[config.mk]
export PLATFORM = sky130hd
export DESIGN_NAME = vote_collector_flat
export DESIGN_NICKNAME = d
export VERILOG_FILES = /design/src/rtl/vote_collector_if.sv /design/src/rtl/vote_collector.sv /design/src/flat_wrapper.sv
export SDC_FILE = /design/constraint.sdc
export NUM_CORES = 1
export LEC_CHECK = 0
export CAP_MARGIN = 20
export CORE_ASPECT_RATIO = 1.25
export CORE_MARGIN = 1.5
export CORE_UTILIZATION = 30
export DETAILED_ROUTE_END_ITERATION = 10
export GPL_ROUTABILITY_DRIVEN = 0
export PLACE_DENSITY = 0.56
export SYNTH_ARGS = -nofsm -noshare
export SYNTH_HDL_FRONTEND = slang
export SYNTH_SLANG_ARGS = --single-unit
[constraint.sdc]
create_clock -name i_clk -period 2.85 [get_ports i_clk]
set_clock_uncertainty 0.2 [all_clocks]
set_input_delay 0.855 -clock i_clk [delete_from_list [all_inputs] [get_ports i_clk]]
set_output_delay 0.855 -clock i_clk [all_outputs]
set_load 0.02 [all_outputs]
[src/rtl/vote_collector_if.sv]
// Voting-round bus: round control, per-judge ballots in, round status and result out.
interface vote_collector_if;
  logic       start;
  logic [4:0] vote_en;
  logic [4:0] vote_val;
  logic       busy;
  logic [4:0] voted;
  logic [2:0] yes_cnt;
  logic       y;
  logic       done;
  logic       timed_out;

  // master drives ballots and START, the collector (slave) reports the round
  modport master (
    output start, vote_en, vote_val,
    input  busy, voted, yes_cnt, y, done, timed_out
  );

  modport slave (
    input  start, vote_en, vote_val,
    output busy, voted, yes_cnt, y, done, timed_out
  );
endinterface

[src/rtl/vote_collector.sv]
// Five-judge vote collector: accepts one final ballot per judge per round, then
// issues a registered majority decision once all judges voted or the round times out.
module vote_collector #(
  parameter int unsigned TIMEOUT_CYC = 255
) (
  input  logic              i_clk,
  input  logic              i_rst,
  vote_collector_if.slave   io_vote
);

  typedef enum logic [1:0] {StIdle, StCollect, StHold} state_e;

  localparam logic [7:0] TimerLast = 8'(TIMEOUT_CYC - 1);

  state_e     r_state;
  logic [7:0] r_timer;
  logic [4:0] r_voted;
  logic [2:0] r_yes_cnt;
  logic       r_busy;
  logic       r_y;
  logic       r_done;
  logic       r_timed_out;

  logic [4:0] w_accept;
  logic [2:0] w_yes_add;
  logic       w_all_voted;
  logic       w_decide;

  // New ballots are strobes from judges that have not voted yet; count their yes votes
  always_comb begin
    w_accept  = io_vote.vote_en & ~r_voted;
    w_yes_add = 3'd0;
    for (int i = 0; i < 5; i++) begin
      w_yes_add = w_yes_add + {2'b00, w_accept[i] & io_vote.vote_val[i]};
    end
  end

  // Decision uses the registered ballot set, so all-voted wins over a coincident timeout
  assign w_all_voted = (r_voted == 5'b11111);
  assign w_decide    = w_all_voted || (r_timer == TimerLast);

  // Round FSM with all outputs held in registers
  always_ff @(posedge i_clk or posedge i_rst) begin
    if (i_rst) begin
      r_state     <= StIdle;
      r_timer     <= 8'd0;
      r_voted     <= 5'd0;
      r_yes_cnt   <= 3'd0;
      r_busy      <= 1'b0;
      r_y         <= 1'b0;
      r_done      <= 1'b0;
      r_timed_out <= 1'b0;
    end else begin
      case (r_state)
        StIdle, StHold: begin
          // DONE is a single-cycle pulse; a START here also clears it
          r_done <= 1'b0;
          if (io_vote.start) begin
            r_state     <= StCollect;
            r_busy      <= 1'b1;
            r_voted     <= 5'd0;
            r_yes_cnt   <= 3'd0;
            r_y         <= 1'b0;
            r_timed_out <= 1'b0;
            r_timer     <= 8'd0;
          end
        end
        StCollect: begin
          if (w_decide) begin
            // ballots presented on the decision edge are dropped
            r_state     <= StHold;
            r_busy      <= 1'b0;
            r_y         <= (r_yes_cnt >= 3'd3);
            r_done      <= 1'b1;
            r_timed_out <= ~w_all_voted;
          end else begin
            r_voted   <= r_voted | w_accept;
            r_yes_cnt <= r_yes_cnt + w_yes_add;
            r_timer   <= r_timer + 8'd1;
          end
        end
        default: begin
          r_state <= StIdle;
          r_busy  <= 1'b0;
          r_done  <= 1'b0;
        end
      endcase
    end
  end

  assign io_vote.busy      = r_busy;
  assign io_vote.voted     = r_voted;
  assign io_vote.yes_cnt   = r_yes_cnt;
  assign io_vote.y         = r_y;
  assign io_vote.done      = r_done;
  assign io_vote.timed_out = r_timed_out;

endmodule

[src/flat_wrapper.sv]
// flat-port wrapper written by rule: the top's interface ports become plain ports
module vote_collector_flat 
#(
  parameter int unsigned TIMEOUT_CYC = 255
)
  (i_clk, i_rst, io_vote_start, io_vote_vote_en, io_vote_vote_val, io_vote_busy, io_vote_voted, io_vote_yes_cnt, io_vote_y, io_vote_done, io_vote_timed_out);
  vote_collector_if io_vote_i ();
  input  logic i_clk;
  input  logic i_rst;
  input wire logic [$bits(io_vote_i.start)-1:0] io_vote_start;
  input wire logic [$bits(io_vote_i.vote_en)-1:0] io_vote_vote_en;
  input wire logic [$bits(io_vote_i.vote_val)-1:0] io_vote_vote_val;
  output wire logic [$bits(io_vote_i.busy)-1:0] io_vote_busy;
  output wire logic [$bits(io_vote_i.voted)-1:0] io_vote_voted;
  output wire logic [$bits(io_vote_i.yes_cnt)-1:0] io_vote_yes_cnt;
  output wire logic [$bits(io_vote_i.y)-1:0] io_vote_y;
  output wire logic [$bits(io_vote_i.done)-1:0] io_vote_done;
  output wire logic [$bits(io_vote_i.timed_out)-1:0] io_vote_timed_out;
  assign io_vote_i.start = io_vote_start;
  assign io_vote_i.vote_en = io_vote_vote_en;
  assign io_vote_i.vote_val = io_vote_vote_val;
  assign io_vote_busy = io_vote_i.busy;
  assign io_vote_voted = io_vote_i.voted;
  assign io_vote_yes_cnt = io_vote_i.yes_cnt;
  assign io_vote_y = io_vote_i.y;
  assign io_vote_done = io_vote_i.done;
  assign io_vote_timed_out = io_vote_i.timed_out;
  vote_collector #(.TIMEOUT_CYC(TIMEOUT_CYC)) u_core (.i_clk(i_clk), .i_rst(i_rst), .io_vote(io_vote_i));
endmodule
==> results.cfg, run 1 <==
[timing]
finalHoldViolCount = 0
whs_ns = 0.317
post-route-period-util_pct = 104
slew_viol_final = 0
fmax_mhz = 336
rsz0062_at_grt = yes
setup_viol = 2
tns_ns = -0.229
finalCriticalPeriod_ns = 2.97
tightest_slew_ns = 0.692
setup_slack_ns = -0.122
maxSlewHeadroom_pct = 53.8

[floorplan]
num_rows = 25
die_y_um = 72.5
coreArea_mm2 = 0.00375
initial_core_util_pct = 30.9
die_x_um = 58.6
design.portCount = 25
dieArea_mm2 = 0.00425

[logic_synthesis]
synth_top_flop_cell = dfrtp_1
synth_cell_types = 32
synth_nets = 136
synthCells = 116
yosys_warnings = 0
synth_area_mm2 = 0.00116
synthArstFlopShare_pct = 100
avgSynthCellArea_um2 = 10.0
ys_seq_area_share_pct = 47.5
synth-edff-count = 0
yosys_register_bits = 22

[route]
ant_nets = 0
drt_iter0_drc = 21
wl_per_cell_um = 14.6
routed_wl_mm = 2.69
drc_errors = 0
via_per_inst = 5.11
drt_pass1_iterations = 4
vias = 940

[worst_setup_path]
cp-start-kind = input pin
path_cells = buf_6 -> nand2_2 -> nor2_2 -> ha_1 -> inv_2 -> fa_1 -> inv_2 -> fa_2 -> inv_2 -> fa_2 -> xor2_2 -> o211ai_1 -> o31ai_1
crit_top_cell = inv_2
cp_max_fo = 2
critical_path_class = in2reg
required_ns = 2.78
cpPeakStageDelay_ns = 0.44
crit_path_top_delay_cell = fa_1
crit_arrival_ns = 2.90
endpoint_kind = register

[run_status]
status = finished with violations
failed_checks = setup timing

[global_routing]
antenna_found_initial = 0
grt_pass1_wl_mm = 4.46
grt_pass1_vias = 927
grt_usage_pct = 13.8
grt_max_degree = 23
grt_overflow = 0

[clock_network]
cts.clk_slew.worst_paths_ns = 0.08
cts_tree = built
cts_root_buffer = clkbuf_8
cts.sink_count = 22
clockBufferDepth = 2
cts_buffers = 3
insertion_delay_ns = 0.26
cts_max_level = 1

[finish]
syn2layout_area_growth_pct = 33.7
n_fill_cell = 380
drive_gt1_share_pct = 18.1
layoutNonFillerInstCount = 184
fin_nets = 165
n_antenna_cell = 0

[flow_run]
drv_cap = 0

[power]
power_w = 0.00148
ir_worst_vdd_v = 0.000295
power-per-cell-area_mw_per_mm2 = 952
leakagePower_nw = 0.691

[place]
placedCellCount = 180
dp_hpwl_mm = 2.06
port_buffers = 24

[worst_hold_path]
hold_path_class = reg2reg
[metrics by stage]
step / utilization (%) / area, µm² / setup WS, ns
5_1_grt: 41.3 / 1550 / -0.196
4_1_cts: 41.1 / 1540 / -0.211
3_5_place_dp: 39.3 / 1480 / -0.800
6_report: 41.3 / 1550 / -0.122
3_3_place_gp: 39.3 / 1480 / -0.769
2_1_floorplan: - / 1170 / -0.213
[registers in the layout (all words and copies together), names as in the netlist]
name and cells:
u_core.r_timer 8, u_core.io_vote.voted 5, u_core.io_vote.yes_cnt 3, u_core.r_state 2
u_core.io_vote.busy 1, u_core.io_vote.done 1, u_core.io_vote.timed_out 1, u_core.io_vote.y 1
[worst paths after layout]
kind                                                          start                                    end  slack [ns]  cells past startpoint
worst min-delay path                  u_core.r_timer[7]$_DFFE_PP0P_          u_core.r_timer[7]$_DFFE_PP0P_        0.32                      1
worst min register to register        u_core.r_timer[7]$_DFFE_PP0P_          u_core.r_timer[7]$_DFFE_PP0P_        0.32                      1
min in group asynchronous                                     i_rst    u_core.io_vote.voted[4]$_DFFE_PP0P_        0.71                      3
worst max register to register  u_core.io_vote.voted[0]$_DFFE_PP0P_  u_core.io_vote.yes_cnt[2]$_DFFE_PP0P_        0.16                     11
max in group asynchronous                                     i_rst          u_core.r_state[1]$_DFFE_PP0P_        1.50                      3
worst max-delay path                             io_vote_vote_en[1]  u_core.io_vote.yes_cnt[2]$_DFFE_PP0P_       -0.12                     13
[cell usage after synthesis (3+ instances only)]
cell	n	area, µm²
nor2_1	12	45.0
o21ai_0	3	15.0
o211ai_1	3	22.5
inv_1	9	33.8
mux2i_1	4	40.0
o31ai_1	6	45.0
a21oi_1	8	40.0
fa_1	3	60.1
dfrtp_1	22	551
ha_1	4	50.1
nand3_1	8	40.0
nand2_1	11	41.3
[power breakdown]
group          internal (W)  switching (W)
logic              0.000308       0.000401
clock network      0.000123       0.000102
registers          0.000423       0.000118
total              0.000854       0.000621
[cell families after synthesis]
logic type               synth area share [%]
XOR/XNOR                                0.755
AND/OR/NAND/NOR                          20.0
flip-flops                               47.5
multiplexers                             3.45
adder cells (fa/ha/maj)                  9.49
buffers and inverters                    3.99
AO/OA/AOI/OAI                            14.9
[critical path, delay by kind of cell]
family	cells	cell delay, ns
AOI/OAI and AO/OA	2	0.25
xor gates and xnor gates	1	0.16
adders and majority gates	4	1.28
buffers and inverters	4	0.24
and+or+nand+nor	2	0.10
[layout make-up]
class	instances	area [µm²]	area share [%]
Multi-Input combinational cell	82	598	38.6
Sequential cell	22	551	35.5
Timing Repair Buffer	27	263	16.9
Clock buffer	4	55.1	3.55
Tap cell	40	50.0	3.23
Inverter	9	33.8	2.18
[cells in the final DEF (no fill, tap or decap), drive strengths merged]
cell,synthesis,final
a211o,1,1
a21oi,8,8
and2b,2,2
and3,1,1
and4,1,1
buf,1,7
clkbuf,2,4
clkdlybuf4s50,0,16
dfrtp,22,22
dlygate4sd2,0,4
fa,3,3
ha,4,4
inv,9,9
mux2i,4,4
nand2,11,11
nand2b,2,2
nand3,8,8
nand3b,1,1
nand4,3,3
nand4b,1,1
nor2,12,12
nor3,1,1
o211ai,3,3
o21ai,3,3
o221a,1,1
o221ai,1,1
o22ai,1,1
o311ai,1,1
o31ai,6,6
or2b,1,1
or4,1,1
xor2,1,1
[repair_timing]
action / 4_1_cts / 5_1_grt
buffers inserted: 0 / 0
endpoints found under the setup margin: 3 / 2
resized for setup: 26 / 2
pin swaps: 7 / 5
gates cloned: 0 / 0
endpoints found under the hold margin: 0 / 0
hold buffers: 0 / 0
[routing by layer]
| metal | vias to the layer above | share of wire (%) | GRT usage, % |
|---|---|---|---|
| met5 | - | 0 | 0 |
| met4 | 0 | 2.6 | 7.58 |
| met2 | 11 | 50 | 22.6 |
| met1 | 457 | 47 | 17.9 |
| met3 | 6 | 0.93 | 1.07 |
| li1 | 466 | - | - |
Note: power is estimated with default switching activity, not from simulation.
==> run 2, diff against run 1 <==
RECOVER_POWER = 50   (was unset)
==> run 2 against run 1 <==
Against the previous run:
- the run still ends with setup timing left
- final cell count unchanged
- non-clock buffer count unchanged
- core utilization decreased by 0.10 points
- clock power about the same
- critical path type unchanged
- largest cell class unchanged
==> results.cfg, run 2 (synthesis results as in run 1) <==
[clock_network]
post_cts_buffers = 0
cts.clk_slew.worst_paths_ns = 0.08
cts_buffers = 3
cts_tree = built
cts_root_buffer = clkbuf_8
cts.sink_count = 22
clockBufferDepth = 2
cts_max_level = 1
insertion_delay_ns = 0.26

[route]
wl_per_cell_um = 14.6
drt_pass1_iterations = 4
drc_errors = 0
vias = 940
drt_iter0_drc = 21
ant_nets = 0
routed_wl_mm = 2.69
via_per_inst = 5.11

[worst_setup_path]
setup.worst_path.start = io_vote_vote_en[1]
rr_startpoint = u_core.io_vote.voted[0]$_DFFE_PP0P_
cpPeakStageDelay_ns = 0.44
required_ns = 2.78
crit_family = adder cells
cp_max_fo = 2
path_buf_inv = 4
crit_top_cell = inv_2
endpoint_kind = register
r2r_end = u_core.io_vote.yes_cnt[2]$_DFFE_PP0P_
crit_path_top_delay_cell = fa_1
cp-start-kind = input pin
reg2reg_slack_ns = 0.16
crit_arrival_ns = 2.90
path_cells = buf_6 -> nand2_2 -> nor2_2 -> ha_1 -> inv_2 -> fa_1 -> inv_2 -> fa_2 -> inv_2 -> fa_2 -> xor2_2 -> o211ai_1 -> o31ai_1
r2r_cells = 11
critical_path_class = in2reg

[timing]
maxSlewHeadroom_pct = 19.2
fmax_mhz = 336
slew_viol_final = 0
tightest_slew_ns = 1.21
rsz0062_at_grt = yes
finalCriticalPeriod_ns = 2.97
post-route-period-util_pct = 104
setup_viol = 2
setup_slack_ns = -0.122
finalHoldViolCount = 0

[power]
pwr-share-clk_pct = 15.3
pwr-share-comb_pct = 48.0
seq_power_share_pct = 36.7
ir_worst_vdd_v = 0.000295
swShare_pct = 42.1
switching_power_w = 0.000621
power.internal_w = 0.000853
leakagePower_nw = 0.688
power-per-cell-area_mw_per_mm2 = 953
power_w = 0.00147

[global_routing]
grt_usage_pct = 13.8
grt_pass1_wl_mm = 4.46
grt_overflow = 0
grt_max_degree = 23
grt_pass1_vias = 927
antenna_found_initial = 0

[worst_hold_path]
hold-path-cell-count = 1
hold_path_end = u_core.r_timer[7]$_DFFE_PP0P_
min-delay-start = u_core.r_timer[7]$_DFFE_PP0P_
hold_path_class = reg2reg

[finish]
layout_commonest_cell = dfrtp_1
fin_nets = 165
largest_register_ffs = 8
n_antenna_cell = 0
layout_common_cells = 22 x dfrtp_1, 14 x clkdlybuf4s50_1, 11 x nor2_1, 9 x nand2_1, 8 x a21oi_1
final_area_mm2 = 0.00155
largest-register = u_core.r_timer
drive_gt1_share_pct = 17.4
syn2layout_area_growth_pct = 33.3
layoutNonFillerInstCount = 184

[place]
port_buffers = 24
place_area_mm2 = 0.00148
dp_hpwl_mm = 2.06
placedCellCount = 180

[floorplan]
design.portCount = 25
coreArea_mm2 = 0.00375
initial_core_util_pct = 30.9
die_y_um = 72.5
dieArea_mm2 = 0.00425
die_x_um = 58.6
num_rows = 25

[flow_run]
drv_cap = 0

[run_status]
status = finished with violations
failed_checks = setup timing
[run 2: worst max path at each step]
| stage | end | slack [ns] | cells after the start |
|---|---|---|---|
| final | u_core.io_vote.yes_cnt[2]$_DFFE_PP0P_ | -0.12 | 13 |
| after global routing | u_core.io_vote.yes_cnt[2]$_DFFE_PP0P_ | -0.20 | 13 |
| after CTS | u_core.io_vote.yes_cnt[1]$_DFFE_PP0P_ | -0.21 | 11 |
| after detailed placement | u_core.io_vote.yes_cnt[1]$_DFFE_PP0P_ | -0.80 | 11 |
| after global placement | u_core.io_vote.yes_cnt[1]$_DFFE_PP0P_ | -0.77 | 11 |
| after floorplan | u_core.io_vote.yes_cnt[1]$_DFFE_PP0P_ | -0.21 | 10 |
[run 2: final cells by class]
cell class / count / area (µm²)
multi-input combinational: 82 / 598
fill: 382 / 2210
timing repair buffer: 27 / 259
inverter: 9 / 33.8
clock buffer: 4 / 55.1
sequential: 22 / 551
tap: 40 / 50.0
[run 2: power by group through the flow]
stage	registers (W)	logic [W]	clock network, W
6_report	0.000541	0.000708	0.000225
2_1_floorplan	0.000609	0.000353	0
3_3_place_gp	0.000543	0.000690	0
4_1_cts	0.000540	0.000726	0.000231
3_5_place_dp	0.000543	0.000706	0
5_1_grt	0.000560	0.000787	0.000242
[run 2: per-layer routing]
| layer | GRT usage [%] | wire, µm | vias up |
|---|---|---|---|
| met2 | 22.6 | 1330 | 11 |
| met5 | 0 | 0 | - |
| met1 | 17.9 | 1260 | 457 |
| li1 | - | - | 466 |
| met4 | 7.58 | 69 | 0 |
| met3 | 1.07 | 24 | 6 |
[run 2: what timing repair did]
item / CTS / global route
hold buffers: 0 / 0
pin swaps: 7 / 5
endpoints found under the setup margin: 3 / 2
resized for setup: 26 / 2
[run 2: worst register-to-register path: stages, from the launching register on]
cell and delay, ns:
dfrtp_1 0.42, nor2_1 0.12, ha_1 0.24, inv_2 0.06, fa_1 0.41, inv_2 0.07, fa_2 0.18, inv_2 0.04
fa_2 0.39, xor2_2 0.16, o211ai_1 0.16, o31ai_1 0.09
[run 2: through the flow]
step	setup TNS [ns]	hold WS (ns)	setup slack, ns	util [%]
after detailed placement	-1.92	0.304	-0.800	39.3
after CTS	-0.314	0.316	-0.211	41.1
after global placement	-1.82	0.286	-0.769	39.3
after global routing	-0.375	0.345	-0.196	41.2
after floorplan	-0.377	0.265	-0.213	-
final	-0.229	0.317	-0.122	41.2
